$ cat src/rtl/connector_pkg.sv
// connector_pkg
// Shared definitions for the three-lane connector transmitter.
//   NUM_PORTS      : number of output lanes
//   DATA_W_DEFAULT : default byte width used by data_t
//   port_id_t      : 2-bit destination lane code carried on in_port
//   data_t         : default-width data byte
//   PORT_INVALID   : lane code that has no lane behind it
package connector_pkg;

  localparam int NUM_PORTS      = 3;
  localparam int DATA_W_DEFAULT = 8;

  typedef logic [1:0]                port_id_t;
  typedef logic [DATA_W_DEFAULT-1:0] data_t;

  localparam port_id_t PORT_INVALID = 2'd3;

endpackage

$ cat src/rtl/connector_tx_fifo.sv
// connector_tx_fifo
// Per-lane byte FIFO. The head entry is visible on o_rd_data at all times.
// Ports:
//   clk, rst    : clock, asynchronous active-high reset (flushes the FIFO)
//   i_push      : write i_data this cycle (ignored when full)
//   i_data      : byte to write
//   i_pop       : drop the head entry this cycle (ignored when empty)
//   o_rd_data   : current head entry
//   o_full      : DEPTH entries held
//   o_empty     : no entries held
//   o_level     : occupancy, 0..DEPTH
module connector_tx_fifo
  import connector_pkg::*;
#(
  parameter  int DEPTH  = 4,
  parameter  int DATA_W = 8,
  localparam int PTR_W  = $clog2(DEPTH) + 1,
  localparam int LVL_W  = $clog2(DEPTH + 1)
) (
  input  logic              clk,
  input  logic              rst,
  input  logic              i_push,
  input  logic [DATA_W-1:0] i_data,
  input  logic              i_pop,
  output logic [DATA_W-1:0] o_rd_data,
  output logic              o_full,
  output logic              o_empty,
  output logic [LVL_W-1:0]  o_level
);

  logic [DATA_W-1:0] r_mem [DEPTH];
  logic [PTR_W-1:0]  r_wr_ptr;
  logic [PTR_W-1:0]  r_rd_ptr;
  logic [PTR_W-1:0]  w_count;
  logic              w_do_push;
  logic              w_do_pop;

  // Pointers carry one extra MSB, so their difference is the occupancy and
  // full/empty are never ambiguous. For a power-of-2 DEPTH, PTR_W == LVL_W.
  assign w_count   = r_wr_ptr - r_rd_ptr;
  assign o_full    = (w_count == PTR_W'(DEPTH));
  assign o_empty   = (w_count == '0);
  assign o_level   = LVL_W'(w_count);
  assign o_rd_data = r_mem[r_rd_ptr[PTR_W-2:0]];

  // Full/empty come from the registered pointers, so a same-cycle pop never
  // frees room for a push into a full FIFO.
  assign w_do_push = i_push && !o_full;
  assign w_do_pop  = i_pop  && !o_empty;

  always_ff @(posedge clk or posedge rst) begin
    if (rst) begin
      r_wr_ptr <= '0;
      r_rd_ptr <= '0;
    end else begin
      if (w_do_push) r_wr_ptr <= r_wr_ptr + PTR_W'(1);
      if (w_do_pop)  r_rd_ptr <= r_rd_ptr + PTR_W'(1);
    end
  end

  // Storage needs no reset: the pointers alone decide what is valid.
  always_ff @(posedge clk) begin
    if (w_do_push) r_mem[r_wr_ptr[PTR_W-2:0]] <= i_data;
  end

endmodule

$ cat src/rtl/connector_tx_top.sv
// connector_tx_top
// Transmit side of the three-port connector. Host bytes are steered into a
// FIFO per lane and replayed as one-cycle valid pulses, paced by GAP and
// held off globally by freeze.
// Ports:
//   clk, rst              : clock, asynchronous active-high reset
//   in_valid/in_ready     : host push handshake
//   in_port, in_data      : destination lane (3 = invalid) and byte
//   freeze                : blocks the start of new lane pulses
//   pN_valid, pN_data     : lane N pulse and registered byte (holds between pulses)
//   level                 : per-lane FIFO occupancy, lane 0 in the LSBs
//   busy                  : any FIFO non-empty or any lane pulsing
//   err_port              : sticky, a byte for lane 3 was accepted
module connector_tx_top
  import connector_pkg::*;
#(
  parameter  int DATA_W = 8,
  parameter  int DEPTH  = 4,
  parameter  int GAP    = 1,
  localparam int LVL_W  = $clog2(DEPTH + 1),
  localparam int GAP_W  = (GAP > 0) ? $clog2(GAP + 1) : 1
) (
  input  logic                       clk,
  input  logic                       rst,
  input  logic                       in_valid,
  output logic                       in_ready,
  input  logic [1:0]                 in_port,
  input  logic [DATA_W-1:0]          in_data,
  input  logic                       freeze,
  output logic                       p0_valid,
  output logic                       p1_valid,
  output logic                       p2_valid,
  output logic [DATA_W-1:0]          p0_data,
  output logic [DATA_W-1:0]          p1_data,
  output logic [DATA_W-1:0]          p2_data,
  output logic [3*LVL_W-1:0]         level,
  output logic                       busy,
  output logic                       err_port
);

  logic [NUM_PORTS-1:0] w_push;
  logic [NUM_PORTS-1:0] w_emit;
  logic [NUM_PORTS-1:0] w_full;
  logic [NUM_PORTS-1:0] w_empty;
  logic [DATA_W-1:0]    w_head  [NUM_PORTS];
  logic [LVL_W-1:0]     w_level [NUM_PORTS];
  logic [NUM_PORTS-1:0] r_valid;
  logic [DATA_W-1:0]    r_data  [NUM_PORTS];
  logic [GAP_W-1:0]     r_gap   [NUM_PORTS];
  logic                 r_err;

  // Lane 3 has no FIFO, so it always accepts and the byte is dropped.
  always_comb begin
    in_ready = 1'b1;
    for (int p = 0; p < NUM_PORTS; p++) begin
      if (in_port == port_id_t'(p)) in_ready = !w_full[p];
    end
  end

  always_ff @(posedge clk or posedge rst) begin
    if (rst) begin
      r_err <= 1'b0;
    end else if (in_valid && (port_id_t'(in_port) == PORT_INVALID)) begin
      r_err <= 1'b1;
    end
  end

  for (genvar g = 0; g < NUM_PORTS; g++) begin : g_lane

    assign w_push[g] = in_valid && (in_port == port_id_t'(g)) && !w_full[g];
    assign w_emit[g] = !w_empty[g] && !freeze && (r_gap[g] == '0);

    connector_tx_fifo #(
      .DEPTH  (DEPTH),
      .DATA_W (DATA_W)
    ) u_fifo (
      .clk       (clk),
      .rst       (rst),
      .i_push    (w_push[g]),
      .i_data    (in_data),
      .i_pop     (w_emit[g]),
      .o_rd_data (w_head[g]),
      .o_full    (w_full[g]),
      .o_empty   (w_empty[g]),
      .o_level   (w_level[g])
    );

    // The gap counter keeps running under freeze, so a lane released from
    // freeze has usually already cooled down.
    always_ff @(posedge clk or posedge rst) begin
      if (rst) begin
        r_valid[g] <= 1'b0;
        r_data[g]  <= '0;
        r_gap[g]   <= '0;
      end else begin
        r_valid[g] <= w_emit[g];
        if (w_emit[g]) begin
          r_data[g] <= w_head[g];
          r_gap[g]  <= GAP_W'(GAP);
        end else if (r_gap[g] != '0) begin
          r_gap[g]  <= r_gap[g] - GAP_W'(1);
        end
      end
    end

    assign level[g*LVL_W +: LVL_W] = w_level[g];
  end

  assign p0_valid = r_valid[0];
  assign p1_valid = r_valid[1];
  assign p2_valid = r_valid[2];
  assign p0_data  = r_data[0];
  assign p1_data  = r_data[1];
  assign p2_data  = r_data[2];
  assign busy     = (~w_empty != '0) || (r_valid != '0);
  assign err_port = r_err;

endmodule

$ cat config.mk
export PLATFORM = sky130hd
export DESIGN_NAME = connector_tx_top
export DESIGN_NICKNAME = d
export VERILOG_FILES = /design/src/rtl/connector_pkg.sv /design/src/rtl/connector_tx_fifo.sv /design/src/rtl/connector_tx_top.sv
export SDC_FILE = /design/constraint.sdc
export NUM_CORES = 1
export LEC_CHECK = 0
export CORE_MARGIN = 3
export CORE_UTILIZATION = 45
export CTS_BUF_LIST = sky130_fd_sc_hd__clkbuf_8
export DETAILED_ROUTE_END_ITERATION = 7
export GPL_TIMING_DRIVEN = 0
export PLACE_DENSITY = 0.71
export SYNTH_ARGS = -nofsm -noshare
export SYNTH_HDL_FRONTEND = slang
export SYNTH_SLANG_ARGS = --single-unit
$ cat constraint.sdc
create_clock -name clk -period 3.34 [get_ports clk]
set_input_delay 0.835 -clock clk [delete_from_list [all_inputs] [get_ports clk]]
set_output_delay 0.835 -clock clk [all_outputs]
set_load 0.02 [all_outputs]
==> impl_metrics.toml, run 1 <==
[clocking]
cts_num_sinks = 142
postCtsHoldBufs = 0
cts_max_level = 4
clk_latency_ns = 0.44
clk_root_buffer_cell = "clkbuf_8"
clk_path_buf_depth = 2
clk_pin_slew_ns = 0.08
cts_buffers = 17
tritoncts = "yes"

[floorplanning]
rows = 40
ios = 53
die_w_um = 119.5
die_h_um = 119.5
coreArea_um2 = 12310
initial_core_util = 0.4710
die_area_um2 = 14290

[global_route]
grt_overflow = 0
grt_pass1_vias = 3112
grt_pass1_wl_um = 16970
gr-usage-all-layers = 0.1619
antenna_found_initial = 0
grt_start_max_net_pins = 35

[drt]
drc = 0
wl_per_cell_um = 18.85
wl_um = 10650
drt_iter0_drc = 187
dr.pass1.iters = 4
ant_nets = 0
dr_total_vias = 2873
vias_per_cell = 5.085

[critical_path]
slowest_delay_ns = 0.37
rrSetupSlack_ns = 0.70
r2r_end = "g_lane[0].u_fifo.r_mem[1][6]"
cp_cell_sequence = "inv_1 > ha_1 > fa_1 > xnor3_2 > inv_2 > nor4_2 > nand3_1 > buf_2"
reg2regPathDepth = 7
worstSetupEndpointType = "primary output"
crit_arrival_ns = 2.35
crit_type = "register to primary output"
worst-path-buf-inv = 3
crit_fanout = 4
cp_top_family = "adder cells"
crit_path_start_kind = "register"
cp_slowest_cell = "fa_1"
rr_startpoint = "g_lane[0].u_fifo.r_wr_ptr[0]"
critical_path_required_ns = 2.50

[yosys]
syn_area_um2 = 5799
ys_seq_area_frac = 0.6956
synth_warnings = 0
yosys_register_bits = 142
yosys-top-cells-area = "edfxtp_1 50%, dfrtp_1 20%, mux4_2 9.3%"
synth.distinct_cells = 35
synthTopCellsByCount = "96 x edfxtp_1, 46 x dfrtp_1, 30 x mux2_2"
synth_edf_count = 96
synth_nets = 339
yosys.area.top_type = "edfxtp_1"
synth_flop_cell = "edfxtp_1"
synthCells = 304
yosys.cell_count.top_type = "edfxtp_1"
avgSynthCellArea_um2 = 19.08
synth_top_cell_area_share = 0.4971
async_flop_share = 0.3239

[outcome]
status = "finished clean"

[cells_and_area]
fin_nets = 419
fillers = 961
finalNonFillerCells = 565
drive_gt1_frac = 0.2947
fin_util = 0.5760
antenna-diode-count = 0
syn_to_final_growth_pct = 22.29

[power_and_ir_drop]
p_total_uw = 7322
p_leak_uw = 0.002626
vdd_drop_max_mv = 0.5147
power_density_nw_per_um2 = 1032

[placement]
gp_congestion = 0.8315
pre_cts_slack_ns = -0.1806
placed_cells_incl_taps = 525
io_buffer_count = 52
place_hpwl_um = 7241

[timing]
max_slew_margin = 0.2786
slew_viol_final = 0
period_needed_ns = 3.182
setup_tns_ns = 0
hold_viol_final = 0
final.setup_skew_ns = 0.008295
fin_ws_ns = 0.1582
final-setup-viol-count = 0
fmaxAchievable_mhz = 314.3
finalCritPeriodShare = 0.9526
tightest_slew_ns = 1.077

[worst_hold_path]
hp-start = "err_port"
hp-class = "register to register"
whs_path_depth = 1
whs_endpoint = "err_port"

[run]
drv_cap = 0
worst reg2reg max path, stage by stage, from the launching register on:
cell and delay [ns]:
dfrtp_1 0.37, inv_2 0.05, ha_2 0.17, fa_2 0.37, xor3_2 0.30, buf_4 0.18
a311oi_4 0.39, and2_1 0.46
worst max path at each step:
| stage | startpoint | end | slack, ns | cells past startpoint |
|---|---|---|---|---|
| after floorplan | g_lane[0].u_fifo.r_wr_ptr[0] | in_ready | 0.41 | 6 |
| after global placement | in_port[0] | in_ready | -0.16 | 5 |
| after detailed placement | in_port[0] | in_ready | -0.18 | 5 |
| after CTS | g_lane[0].u_fifo.r_wr_ptr[0] | in_ready | 0.009 | 7 |
| after global routing | g_lane[2].u_fifo.r_wr_ptr[0] | busy | -0.02 | 8 |
| final | g_lane[2].u_fifo.r_wr_ptr[0] | busy | 0.16 | 8 |
state kept, by name (all words and copies together) (netlist names):
signal                  flops
g_lane.u_fifo.r_rd_ptr      9
p0_data                     8
p1_data                     8
p2_data                     8
err_port                    1
r_gap                       3
g_lane.u_fifo.r_wr_ptr      9
g_lane.u_fifo.r_mem        96
routing by layer:
layer,vias up,share of wire,track usage
li1,1315,-,-
met3,6,0.045,0.05419
met5,-,0,0
met4,0,0.0066,0.04510
met1,1487,0.45,0.2127
met2,65,0.50,0.2606
cell usage in the layout (no fill, tap or decap), types with 10 or more instances in the layout:
master / n
mux2_2: 30
xnor2_1: 11
and2_1: 10
edfxtp_1: 96
inv_1: 17
clkdlybuf4s50_1: 48
dfrtp_1: 46
clkbuf_8: 17
buf_4: 10
mux4_2: 24
ha_1: 17
where the power goes:
group	switching [uW]	leakage (uW)	internal [uW]	total (uW)
Clock	654	0.000212	885	1540
Sequential	214	0.00141	2260	2480
Combinational	1680	0.00101	1630	3300
kinds of logic (layout without fill, tap and decap cells):
family | Yosys count | count (layout) | share of synthesized area
xor+xnor | 15 | 15 | 0.03020
mux | 56 | 56 | 0.1551
flops | 142 | 142 | 0.6956
fa+ha+maj | 21 | 21 | 0.04919
simple gates | 26 | 26 | 0.02460
compound gates | 14 | 14 | 0.02395
buf+inv | 30 | 123 | 0.02136
cell type report:
cell class / count / area, um2 / share of cell area
flip-flops and latches: 142 / 4034 / 0.5688
plain buffers: 9 / 45.04 / 0.006351
inverters: 21 / 78.83 / 0.01112
well taps: 168 / 210.2 / 0.02964
repair buffers: 61 / 588.1 / 0.08292
multi-input cells: 132 / 1683 / 0.2373
clock buffers: 17 / 234.0 / 0.03299
clock inverters: 15 / 219.0 / 0.03088
repair_timing:
action                     4_1_cts  5_1_grt
pin swaps                        3        2
setup endpoints to repair        5        3
setup buffers                    5        3
resized for setup               20        3
stage by stage:
step / hold WS (ns) / cell area (um2)
6_report: 0.4707 / 7092
5_1_grt: 0.5011 / 7092
4_1_cts: 0.4801 / 7058
3_5_place_dp: 0.4576 / 6550
3_3_place_gp: 0.4550 / 6530
2_1_floorplan: 0.4482 / 5799
Power figures use the tool's default switching activity.
==> inputs of run 2 (changes only) <==
--- a/config.mk
+++ b/config.mk
@@ -10,7 +10,7 @@
 export CTS_BUF_LIST = sky130_fd_sc_hd__clkbuf_8
 export DETAILED_ROUTE_END_ITERATION = 7
 export GPL_TIMING_DRIVEN = 0
-export PLACE_DENSITY = 0.71
+export PLACE_DENSITY = 0.72
 export SYNTH_ARGS = -nofsm -noshare
 export SYNTH_HDL_FRONTEND = slang
 export SYNTH_SLANG_ARGS = --single-unit
==> impl_metrics.toml, run 2 (synthesized netlist as in run 1, its figures left out) <==
[outcome]
status = "finished clean"

[floorplanning]
die_w_um = 119.5
die_h_um = 119.5
coreArea_um2 = 12310
die_area_um2 = 14290
ios = 53
initial_core_util = 0.4710
rows = 40

[placement]
dpl_cell_area_um2 = 6550
io_buffer_count = 52
gp_congestion = 0.7743
place_hpwl_um = 7362

[critical_path]
crit_path_start_kind = "register"
crit_type = "register to primary output"
cp_cell_sequence = "inv_1 > ha_1 > fa_1 > xnor3_2 > inv_2 > nor4_2 > nand3_1 > buf_2"
crit_arrival_ns = 2.39
slowest_delay_ns = 0.39
worstSetupEndpointType = "primary output"
critical_path_required_ns = 2.50
cp_slowest_cell = "fa_1"
crit_fanout = 4

[timing]
period_needed_ns = 3.221
setup_tns_ns = 0
slew_viol_final = 0
fmaxAchievable_mhz = 310.5
final.setup_skew_ns = 0.009570
hold_viol_final = 0
tightest_slew_ns = 1.038
max_slew_margin = 0.3050
whs_ns = 0.4740
final-setup-viol-count = 0
finalCritPeriodShare = 0.9643
rsz0062_at_grt = "no"

[power_and_ir_drop]
clkPwrFrac = 0.220
internal_power_uw = 4860
power_density_nw_per_um2 = 1043
p_leak_uw = 0.002637
p_sw_uw = 2531
seq_power_share = 0.336
pwr-share-comb = 0.444
swShare = 0.3424
vdd_drop_max_mv = 0.6442

[global_route]
grt_pass1_vias = 3068
gr-usage-all-layers = 0.1601
grt_overflow = 0
grtUsageMet1 = 0.2080
grt_start_max_net_pins = 35
top_usage_layer = "met2"
grtUsageMet3 = 0.04665
antenna_found_initial = 0
grt_pass1_wl_um = 16830
grt_use_met2 = 0.2585

[cells_and_area]
fin_area_um2 = 7086
fillers = 951
syn_to_final_growth_pct = 22.18
multiInputGateArea_um2 = 1668
final_cell_mix = "96 x edfxtp_1, 48 x clkdlybuf4s50_1, 46 x dfrtp_1"
largest_reg_flops = 96
fin_nets = 416
drive_gt1_frac = 0.2868
seq_area_um2 = 4034
antenna-diode-count = 0
mostFrequentLayoutCell = "edfxtp_1"
fin_util = 0.5755

[drt]
drc = 0
ant_nets = 0
wl_per_cell_um = 18.84
drt_iter0_drc = 188
wl_um = 10590
dr.pass1.iters = 4
dr_total_vias = 2879
vias_per_cell = 5.123

[clocking]
clk_latency_ns = 0.44
clk_path_buf_depth = 2
tritoncts = "yes"
cts_max_level = 4
clk_pin_slew_ns = 0.08
cts_num_sinks = 142
cts_buffers = 17
clk_root_buffer_cell = "clkbuf_8"

[run]
drv_cap = 0

[worst_hold_path]
hp-class = "register to register"
-- run 2: cell types whose count changed in the layout (fill, tap and decap cells not counted) --
cell,previous run,this run
clkbuf_8,17,18
nand2_2,2,3
ha_2,1,0
bufinv_16,5,6
ha_1,17,18
nor4b_2,0,1
nand2_1,1,0
nor4b_4,1,0
buf_4,10,7
clkinvlp_4,5,1
nor4_2,2,1
nor4_1,0,1
inv_6,1,3
-- run 2: repair_timing --
action / 4_1_cts / 5_1_grt
setup endpoints to repair: 5 / 3
buffers inserted: 2 / 3
gates resized for setup: 17 / 4
cloned: 0 / 0
pin swaps: 1 / 2
hold buffers: 0 / 0
-- run 2: critical path: cells and delay by family (launching register included) --
family / cells / cell delay [ns]
XOR/XNOR: 1 / 0.30
adder cells (fa/ha/maj): 2 / 0.59
buffers and inverters: 3 / 0.37
flip-flops: 1 / 0.37
AND/OR/NAND/NOR: 2 / 0.32
-- run 2: per-stage QoR --
| step | total power (uW) | cells | setup WS (ns) |
|---|---|---|---|
| 2_1_floorplan | 4538 | 304 | 0.4083 |
| 3_3_place_gp | 5630 | 524 | -0.1485 |
| 3_5_place_dp | 5709 | 525 | -0.1488 |
| 4_1_cts | 7396 | 559 | 0.0007487 |
| 5_1_grt | 7800 | 562 | 0.002878 |
| 6_report | 7390 | 562 | 0.1192 |
-- run 2: final timing paths --
| path | startpoint | to | slack, ns | cells past startpoint |
|---|---|---|---|---|
| max | g_lane[2].u_fifo.r_wr_ptr[0] | busy | 0.12 | 8 |
| min | err_port | err_port | 0.47 | 1 |
| max reg2reg | g_lane[0].u_fifo.r_wr_ptr[0] | g_lane[0].u_fifo.r_mem[1][7] | 0.64 | 7 |
| min reg2reg | err_port | err_port | 0.47 | 1 |
| max in group asynchronous | rst | p2_data[6] | 2.13 | 3 |
| min in group asynchronous | rst | p1_data[2] | 0.70 | 2 |
-- run 2: final cells by class --
| cell class | instances | share of cell area |
|---|---|---|
| Timing Repair Buffer | 58 | 0.07982 |
| Clock buffer | 18 | 0.03496 |
| Multi-Input combinational cell | 132 | 0.2354 |
| Sequential cell | 142 | 0.5693 |
| Buffer | 9 | 0.006357 |
| Clock inverter | 14 | 0.03337 |
| Inverter | 21 | 0.01112 |
| Tap cell | 168 | 0.02967 |
-- run 2: power groups by stage --
stage | clock (uW) | sequential, uW | combinational, uW
floorplan | 0 | 2680 | 1860
detailed placement | 0 | 2530 | 3180
finish | 1630 | 2480 | 3280
CTS | 1660 | 2490 | 3240
global route | 1740 | 2530 | 3540
global placement | 0 | 2510 | 3120
-- run 2: metal layers --
metal / wire length [um] / up-vias
met1: 4744 / 1478
met2: 5183 / 74
met5: 0 / -
met3: 506 / 13
li1: - / 1314
met4: 155 / 0
